===== config.mk =====
export PLATFORM = sky130hd
export DESIGN_NAME = inertial_intf
export DESIGN_NICKNAME = d
export VERILOG_FILES = /design/src/rtl/inertial_pkg.sv /design/src/rtl/spi_mnrch.sv /design/src/rtl/inertial_intf.sv
export SDC_FILE = /design/constraint.sdc
export NUM_CORES = 1
export LEC_CHECK = 0
export CAP_MARGIN = 30
export CORE_MARGIN = 2
export CORE_UTILIZATION = 58
export CTS_CLUSTER_SIZE = 12
export DETAILED_ROUTE_END_ITERATION = 8
export GPL_TIMING_DRIVEN = 0
export MAX_ROUTING_LAYER = met4
export PLACE_DENSITY = 0.9
export SETUP_SLACK_MARGIN = 0.15
export SLEW_MARGIN = 20
export SYNTH_ARGS = -nofsm -noshare
export SYNTH_HDL_FRONTEND = slang
export SYNTH_SLANG_ARGS = --single-unit
export TNS_END_PERCENT = 1

===== constraint.sdc =====
create_clock -name clk -period 5.8 [get_ports clk]
set_input_delay 1.74 -clock clk [delete_from_list [all_inputs] [get_ports clk]]
set_output_delay 1.74 -clock clk [all_outputs]
set_load 0.01 [all_outputs]

===== src/rtl/inertial_pkg.sv =====
// Shared types and command words for the IMU front end and its SPI master.
// No logic of its own; no latency, no backpressure.
package inertial_pkg;

    typedef enum logic [3:0] {
        INIT_WAIT,
        CFG,
        IDLE,
        RD_PL,
        RD_PH,
        RD_AZL,
        RD_AZH,
        VALID
    } state_t;

    typedef enum logic [1:0] {
        SPI_IDLE,
        SPI_XFER,
        SPI_DONE
    } spi_state_t;

    localparam logic [15:0] CFG_INT_DRDY = 16'h0D02;
    localparam logic [15:0] CFG_ACCEL    = 16'h1053;
    localparam logic [15:0] CFG_GYRO     = 16'h1150;
    localparam logic [15:0] CFG_ROUND    = 16'h1460;

    localparam logic [15:0] RD_PL_CMD  = 16'hA200;
    localparam logic [15:0] RD_PH_CMD  = 16'hA300;
    localparam logic [15:0] RD_AZL_CMD = 16'hAC00;
    localparam logic [15:0] RD_AZH_CMD = 16'hAD00;

    function automatic logic [15:0] cfg_word(input logic [1:0] idx);
        logic [15:0] w;
        case (idx)
            2'd0:    w = CFG_INT_DRDY;
            2'd1:    w = CFG_ACCEL;
            2'd2:    w = CFG_GYRO;
            default: w = CFG_ROUND;
        endcase
        return w;
    endfunction

endpackage


===== src/rtl/spi_mnrch.sv =====
// 16-bit SPI master (mode 3); one transfer is 16.5 SCLK periods plus 2 clks to done.
// Busy while a transfer runs: wrt is ignored until done has pulsed.
module spi_mnrch
    import inertial_pkg::*;
#(
    parameter int SCLK_DIV = 32
) (
    input  logic        clk,
    input  logic        rst,
    input  logic        wrt,
    input  logic [15:0] cmd,
    output logic        done,
    output logic [7:0]  rsp,
    output logic        SS_n,
    output logic        SCLK,
    output logic        MOSI,
    input  logic        MISO
);

    localparam int HALF = SCLK_DIV / 2;
    localparam int DW   = (HALF > 1) ? $clog2(HALF) : 1;
    localparam logic [DW-1:0] HALF_LAST = DW'(HALF - 1);
    localparam logic [5:0]    LAST_EDGE = 6'd32;

    spi_state_t     st_q, st_d;
    logic [DW-1:0]  div_q, div_d;
    logic [5:0]     edge_q, edge_d;
    logic [15:0]    shft_q, shft_d;
    logic           ss_n_q, ss_n_d;
    logic           sclk_q, sclk_d;
    logic           mosi_q, mosi_d;
    logic           done_q, done_d;
    logic           half_end;

    // Half-period events alternate fall (even) / rise (odd); event 32 closes the frame
    // half a period after the 16th rise, so SCLK never makes a 17th fall.
    always_comb begin
        st_d     = st_q;
        div_d    = div_q;
        edge_d   = edge_q;
        shft_d   = shft_q;
        ss_n_d   = ss_n_q;
        sclk_d   = sclk_q;
        mosi_d   = mosi_q;
        done_d   = 1'b0;
        half_end = (div_q == HALF_LAST);
        case (st_q)
            SPI_IDLE: begin
                if (wrt) begin
                    st_d   = SPI_XFER;
                    ss_n_d = 1'b0;
                    shft_d = cmd;
                    div_d  = '0;
                    edge_d = '0;
                end
            end
            SPI_XFER: begin
                div_d = half_end ? '0 : div_q + 1'b1;
                if (half_end) begin
                    edge_d = edge_q + 6'd1;
                    if (edge_q == LAST_EDGE) begin
                        ss_n_d = 1'b1;
                        st_d   = SPI_DONE;
                    end else if (!edge_q[0]) begin
                        sclk_d = 1'b0;
                        mosi_d = shft_q[15];
                    end else begin
                        sclk_d = 1'b1;
                        shft_d = {shft_q[14:0], MISO};
                    end
                end
            end
            SPI_DONE: begin
                done_d = 1'b1;
                st_d   = SPI_IDLE;
            end
            default: st_d = SPI_IDLE;
        endcase
    end

    always_ff @(posedge clk or posedge rst) begin
        if (rst) begin
            st_q   <= SPI_IDLE;
            div_q  <= '0;
            edge_q <= '0;
            shft_q <= '0;
            ss_n_q <= 1'b1;
            sclk_q <= 1'b1;
            mosi_q <= 1'b0;
            done_q <= 1'b0;
        end else begin
            st_q   <= st_d;
            div_q  <= div_d;
            edge_q <= edge_d;
            shft_q <= shft_d;
            ss_n_q <= ss_n_d;
            sclk_q <= sclk_d;
            mosi_q <= mosi_d;
            done_q <= done_d;
        end
    end

    assign done = done_q;
    assign rsp  = shft_q[7:0];
    assign SS_n = ss_n_q;
    assign SCLK = sclk_q;
    assign MOSI = mosi_q;

endmodule


===== src/rtl/inertial_intf.sv =====
// IMU front end: settle, configure, then on each data-ready read pitch rate and AZ.
// Latency INT->vld is 4 SPI transfers plus sync/FSM overhead; no backpressure, vld is a pulse.
module inertial_intf
    import inertial_pkg::*;
#(
    parameter int INIT_W   = 16,
    parameter int SCLK_DIV = 32
) (
    input  logic        clk,
    input  logic        rst,
    input  logic        INT,
    output logic        SS_n,
    output logic        SCLK,
    output logic        MOSI,
    input  logic        MISO,
    output logic        vld,
    output logic [15:0] ptch_rt,
    output logic [15:0] AZ
);

    state_t             state_q, state_d;
    logic [INIT_W-1:0]  tmr_q, tmr_d;
    logic [1:0]         cfg_idx_q, cfg_idx_d;
    logic               int_ff1_q, int_ff1_d;
    logic               int_ff2_q, int_ff2_d;
    logic [7:0]         pl_q, pl_d;
    logic [7:0]         ph_q, ph_d;
    logic [7:0]         azl_q, azl_d;
    logic [15:0]        ptch_q, ptch_d;
    logic [15:0]        az_q, az_d;
    logic               vld_q, vld_d;

    logic               wrt;
    logic [15:0]        cmd;
    logic               done;
    logic [7:0]         rsp;

    spi_mnrch #(.SCLK_DIV(SCLK_DIV)) u_spi (
        .clk  (clk),
        .rst  (rst),
        .wrt  (wrt),
        .cmd  (cmd),
        .done (done),
        .rsp  (rsp),
        .SS_n (SS_n),
        .SCLK (SCLK),
        .MOSI (MOSI),
        .MISO (MISO)
    );

    // Each transfer is launched on the same clk the previous done is seen, so the
    // SPI master is always back in its idle state when wrt arrives.
    always_comb begin
        state_d   = state_q;
        tmr_d     = tmr_q;
        cfg_idx_d = cfg_idx_q;
        int_ff1_d = INT;
        int_ff2_d = int_ff1_q;
        pl_d      = pl_q;
        ph_d      = ph_q;
        azl_d     = azl_q;
        ptch_d    = ptch_q;
        az_d      = az_q;
        vld_d     = 1'b0;
        wrt       = 1'b0;
        cmd       = RD_PL_CMD;
        case (state_q)
            INIT_WAIT: begin
                tmr_d = tmr_q + 1'b1;
                if (&tmr_q) begin
                    state_d   = CFG;
                    cfg_idx_d = 2'd0;
                    wrt       = 1'b1;
                    cmd       = cfg_word(2'd0);
                end
            end
            CFG: begin
                if (done) begin
                    if (cfg_idx_q == 2'd3) begin
                        state_d = IDLE;
                    end else begin
                        cfg_idx_d = cfg_idx_q + 2'd1;
                        wrt       = 1'b1;
                        cmd       = cfg_word(cfg_idx_q + 2'd1);
                    end
                end
            end
            IDLE: begin
                if (int_ff2_q) begin
                    state_d = RD_PL;
                    wrt     = 1'b1;
                    cmd     = RD_PL_CMD;
                end
            end
            RD_PL: begin
                if (done) begin
                    pl_d    = rsp;
                    state_d = RD_PH;
                    wrt     = 1'b1;
                    cmd     = RD_PH_CMD;
                end
            end
            RD_PH: begin
                if (done) begin
                    ph_d    = rsp;
                    state_d = RD_AZL;
                    wrt     = 1'b1;
                    cmd     = RD_AZL_CMD;
                end
            end
            RD_AZL: begin
                if (done) begin
                    azl_d   = rsp;
                    state_d = RD_AZH;
                    wrt     = 1'b1;
                    cmd     = RD_AZH_CMD;
                end
            end
            RD_AZH: begin
                // Both words load together so VALID shows a complete sample with vld.
                if (done) begin
                    ptch_d  = {ph_q, pl_q};
                    az_d    = {rsp, azl_q};
                    vld_d   = 1'b1;
                    state_d = VALID;
                end
            end
            VALID: state_d = IDLE;
            default: state_d = INIT_WAIT;
        endcase
    end

    always_ff @(posedge clk or posedge rst) begin
        if (rst) begin
            state_q   <= INIT_WAIT;
            tmr_q     <= '0;
            cfg_idx_q <= 2'd0;
            int_ff1_q <= 1'b0;
            int_ff2_q <= 1'b0;
            pl_q      <= 8'h00;
            ph_q      <= 8'h00;
            azl_q     <= 8'h00;
            ptch_q    <= 16'h0000;
            az_q      <= 16'h0000;
            vld_q     <= 1'b0;
        end else begin
            state_q   <= state_d;
            tmr_q     <= tmr_d;
            cfg_idx_q <= cfg_idx_d;
            int_ff1_q <= int_ff1_d;
            int_ff2_q <= int_ff2_d;
            pl_q      <= pl_d;
            ph_q      <= ph_d;
            azl_q     <= azl_d;
            ptch_q    <= ptch_d;
            az_q      <= az_d;
            vld_q     <= vld_d;
        end
    end

    assign vld     = vld_q;
    assign ptch_rt = ptch_q;
    assign AZ      = az_q;

endmodule


Word level (Yosys, flattened, before mapping)
Cells that the tools add are included.
{"block": "op_classes", "add_sub_neg": 4, "n_bitwise": 2, "n_eq_ne": 28, "muxes": 49, "n_reduce_logical": 20}
{"op": "two-way mux 16 bit", "count": 7}
{"op": "case mux 16 bit (5 select lines)", "count": 1}
{"op": "two-way mux 4 bit", "count": 10}
{"op": "case mux 13 bit (3 select lines)", "count": 1}
{"op": "case mux 16 bit (2 select lines)", "count": 1}
{"op": "case mux 4 bit (8 select lines)", "count": 1}
{"op": "two-way mux 12 bit", "count": 2}
{"op": "inequality test 2 x 1 -> 1 bit (second input constant)", "count": 9}
{"op": "adder 16 x 1 -> 16 bit (second input constant)", "count": 1}
{"op": "equality test 4 x 3 -> 1 bit (second input constant)", "count": 4}
{"op": "AND reduction 16 bit", "count": 1}
{"op": "two-way mux 2 bit", "count": 6}
{"op": "two-way mux 6 bit", "count": 2}
{"op": "case mux 6 bit (2 select lines)", "count": 1}
{"op": "AND reduction 4 bit", "count": 3}
{"op": "two-way mux 1 bit", "count": 11}
{"op": "inequality test 2 bit (second input constant)", "count": 5}
{"op": "AND reduction 2 bit", "count": 5}
{"op": "two-way mux 9 bit", "count": 1}
{"op": "AND reduction 3 bit", "count": 3}
{"op": "equality test 4 x 2 -> 1 bit (second input constant)", "count": 2}
{"op": "case mux 2 bit (2 select lines)", "count": 2}
{"op": "case mux 4 bit (2 select lines)", "count": 1}
{"op": "AND reduction 8 bit", "count": 1}
{"op": "16 further kinds", "count": 22}
{"block": "word_totals", "elab_cells": 122, "in_bits": 4, "reg_bits": 113, "output_inout_bits": 36}

Depth between registers and ports, before layout
{"block": "depth", "word_depth": 8, "mapped_depth": 8, "ltp_nobuf": 7}

Cells and area by module
Synthesis repeated with hierarchy kept, for this count alone.
{"block": "hier_totals", "cells_unflattened": 497, "area_unflattened_um2": 5126.2}
{"mod": "inertial_intf", "seq_area_each_um2": 2001.9, "n_inst": 1, "cells_each": 313, "area_each_um2": 3369.5}
{"mod": "spi_mnrch", "seq_area_each_um2": 803.3, "n_inst": 1, "cells_each": 184, "area_each_um2": 1756.7}

Worst setup path before layout
Ideal clock, no wire load.
{"block": "synth_timing", "path_type": "register to output", "startpoint": "reg u_spi.ss_n_q (netlist: u_spi.SS_n)", "endpoint": "out SS_n", "t_required_ps": 4060, "t_arrival_ps": 529, "path_slack_ps": 3531, "path_buffers": 0, "stages_incl_launch_ff": 1, "cell_sequence": "dfstp_2"}
{"item": "start: declaration", "line": "spi_mnrch.sv:29", "source": "logic ss_n_q, ss_n_d;"}
{"item": "start signal: assignment", "line": "spi_mnrch.sv:96", "source": "ss_n_q <= ss_n_d;"}
{"item": "end: declaration", "line": "inertial_intf.sv:12", "source": "output logic SS_n,"}
No word-level cell between the ends.

Final worst setup path
{"block": "layout_timing", "startpoint": "reg u_spi.sclk_q (netlist: u_spi.SCLK)", "endpoint": "out SCLK"}
{"item": "start: declaration", "line": "spi_mnrch.sv:30", "source": "logic sclk_q, sclk_d;"}
{"item": "start signal: assignment", "line": "spi_mnrch.sv:97", "source": "sclk_q <= sclk_d;"}
{"item": "end: declaration", "line": "inertial_intf.sv:13", "source": "output logic SCLK,"}
No word-level cell between the ends.

==> summary.md <==
| Metric | Value |
|---|---|
| Status | `finished clean` |
| Vias | `roughly 3,500` |
| Final non-filler cell area | `between 5000 and 6000 sq um` |
| CP max stage cell | `dfstp_2` |
| Final min period | `3200 ps` |
| CP Depth | `1` |
| Worst Path Max Fanout | `2` |
| CTS tree | `built` |
| Die Y | `95.5 um` |
| WL final | `a little under 10,000 um` |
| Vias in the first global route | `between 3,000 and 4,000` |
| Overall die area | `around 9000 sq um` |
| Post CTS Setup Buffer Count | `0` |
| Reg2Reg Depth | `8` |
| Drt wl/cell | `between 15 and 20 um` |
| Period utilisation layout | `between 50% and 60%` |
| IO Pins | `40` |
| Post-CTS Resized | `0` |
| Clk sinks | `~110` |
| DRC | `0` |
| VDD IR max | `between 0.1 and 0.15 mV` |
| Rows | `33` |
| Initial Util | `about three fifths` |
| WP data arrival | `1460 ps` |
| Worst Setup SP | `u_spi.SCLK` |
| YS warnings | `0` |
| R2R Setup Slk | `3400 ps` |
| Family with the most delay on the worst path | `flip-flops` |
| HP Class | `flip-flop to flip-flop` |
| Initial antenna violation count | `0` |
| CORE AREA | `roughly 8200 sq um` |
| Post-Syn Nets | `476` |
| CTS max path bufs | `2` |
| Dpl hpwl | `approximately 6700 um` |
| Largest net degree at the start of global routing | `82` |
| Async set-or-reset flop fraction in the synthesized netlist | `between 90% and 100%` |
| Worst-Skew Late Latency | `380 ps` |
| Die X | `between 90 and 100 um` |
| Static Leak | `0.00273 uW` |
| Buf+Inv Stages, Crit Path | `1` |
| Max-slew headroom | `about two thirds` |
| First-pass GRT wire length | `roughly 17,000 um` |
| Max-slew violations | `0` |
| Main synth FF type | `dfrtp_1` |
| Nets | `527` |
| Setup violators final | `0` |
| Kind of critical path | `flip-flop to primary output` |
| Antenna viol nets, final | `0` |
| Max cap viols | `0` |
| Synth Instances | `463` |
| Antenna diodes | `0` |
| Seq cells post-synth | `~110` |
| Design Power | `approximately 1300 uW` |
| Share of cells above drive strength 1 | `around 9.1%` |
| CTS H-tree lvls | `3` |
| Pwr dens | `231 nW/um^2` |
| Startpoint types | `flip-flop` |
| Worst reg2reg startpoint | `cfg_idx_q[0]` |
| First-pass detailed-route iteration total | `5` |
| Critical Path, Cell by Cell | `clkdlybuf4s50_1` |
| Syn_area_per_cell | `around 10 sq um` |
| Cell area after synthesis | `between 4000 and 5000 sq um` |
| Worst Setup EP | `SCLK` |
| Tightest Pin Transition | `approximately 500 ps` |
| Post-synth EDFFs | `0` |
| Crit end category | `primary output` |
| CP peak stage delay | `550 ps` |
| Maximum operating frequency | `313 MHz` |
| DRT iter0 DRCs | `188` |
| Root Buffer | `clkbuf_8` |
| Number of port buffers | `39` |
| GPL Wtd Cong | `0.914` |
| Fill cell count | `between 500 and 600` |
| Distinct cell type count after synthesis | `slightly above 50` |
| GRT Util Overall | `between 20% and 30%` |
| Final setup skew | `between 10 and 15 ps` |
| Num CTS Buffers | `9` |
| Seq/Total Area, Yosys | `between 50% and 60%` |
| Final Hold Vio Count | `0` |
| Area delta synth->final | `16.0%` |
| Dpl cell area | `about 5400 sq um` |
| R2r endpoint | `u_spi.shft_q[4]` |
| Vias per inst | `about 5.6` |
| Clk slew on worst S/H paths | `between 100 and 150 ps` |
| RSZ-0062 raised after global routing | `no` |
| Required time of the critical path | `4060 ps` |
| Number of hold buffers added after cts | `0` |
| Grt ovf | `0` |
-- through the flow --
step	util, %	hold slack, ps	instances	setup WS (ps)	TNS, ps
after floorplan	-	331	463	1100	0
after global placement	65.8	336	607	-304	-32760
after detailed placement	66.2	336	608	2960	0
after CTS	68.9	365	624	2590	0
after global routing	68.9	387	624	2550	0
final	68.9	366	624	2600	0
-- area by class of cell --
type                            instances  area, sq um  share of cell area (%)
Tap cell                              105          131                    2.33
Sequential cell                       112         2810                    49.8
Buffer                                 17         80.1                    1.42
Clock inverter                          7         97.6                    1.73
Clock buffer                            9          124                    2.20
Inverter                               16         65.1                    1.16
Multi-Input combinational cell        318         1910                    33.9
Timing Repair Buffer                   40          418                    7.42
-- synthesized netlist by cell type, drive strengths merged, types with 5 or more instances --
master / n / area (sq um)
mux2: 24 / 270
nand2: 127 / 484
nor3: 11 / 71.3
xnor2: 10 / 87.6
nor2: 20 / 75.1
ha: 9 / 113
clkbuf: 10 / 37.5
and3: 5 / 31.3
mux2i: 8 / 80.1
dfrtp: 110 / 2750
o21ai: 24 / 120
a21oi: 10 / 50.1
nand3: 19 / 95.1
inv: 16 / 60.1
nor2b: 6 / 37.5
xor2: 8 / 70.1
buf: 7 / 42.5
-- worst min-delay path by stage --
stage                     startpoint        end  slack [ps]  depth (start not counted)
after CTS                  int_ff1_q  int_ff2_q         360                          0
after global placement     int_ff1_q  int_ff2_q         340                          0
final                      int_ff1_q  int_ff2_q         370                          0
after floorplan            int_ff1_q  int_ff2_q         330                          0
after detailed placement   int_ff1_q  int_ff2_q         340                          0
after global routing       int_ff1_q  int_ff2_q         390                          0
-- report_power, final --
part / leakage (uW) / switching, uW / internal, uW / total (uW)
clock: 0.000113 / 285 / 215 / 500
combinational: 0.00109 / 15.6 / 3.98 / 19.6
sequential: 0.00153 / 0.265 / 781 / 781
-- cells in the final DEF (no fill, tap or decap), drive strengths merged, types with 5 or more instances in the layout --
master           n
a21oi           10
and3             5
buf              8
clkbuf          19
clkdlybuf4s50   39
dfrtp          110
ha               9
inv             20
mux2            24
mux2i            8
nand2          127
nand3           19
nor2            20
nor2b            6
nor3            11
o21ai           24
xnor2           10
xor2             8
-- state kept, by name, indices dropped and copies added, names as in the netlist, 2 cells and up --
signal,cells
u_spi.shft_q,16
u_spi.st_q,2
u_spi.edge_q,6
ph_q,8
AZ,16
state_q,3
cfg_idx_q,2
ptch_rt,16
tmr_q,16
u_spi.div_q,4
azl_q,8
pl_q,8
-- layer usage --
| metal | vias to the layer above | track usage [%] | part of all wire (%) |
|---|---|---|---|
| met5 | - | - | 0 |
| met4 | 0 | 7.14 | 1.5 |
| met3 | 15 | 4.74 | 4.5 |
| met2 | 97 | 38.9 | 50 |
| met1 | 1747 | 32.1 | 44 |
| li1 | 1651 | - | - |
-- logic make-up after synthesis --
| kind of cell | after synthesis | share of synthesized area (%) |
|---|---|---|
| buf+inv | 33 | 2.89 |
| simple gates | 202 | 18.7 |
| compound gates | 57 | 7.83 |
| xor+xnor | 18 | 3.25 |
| mux | 32 | 7.21 |
| fa+ha+maj | 9 | 2.32 |
| flops | 112 | 57.8 |
No activity file was read; power rests on OpenSTA's default activity.
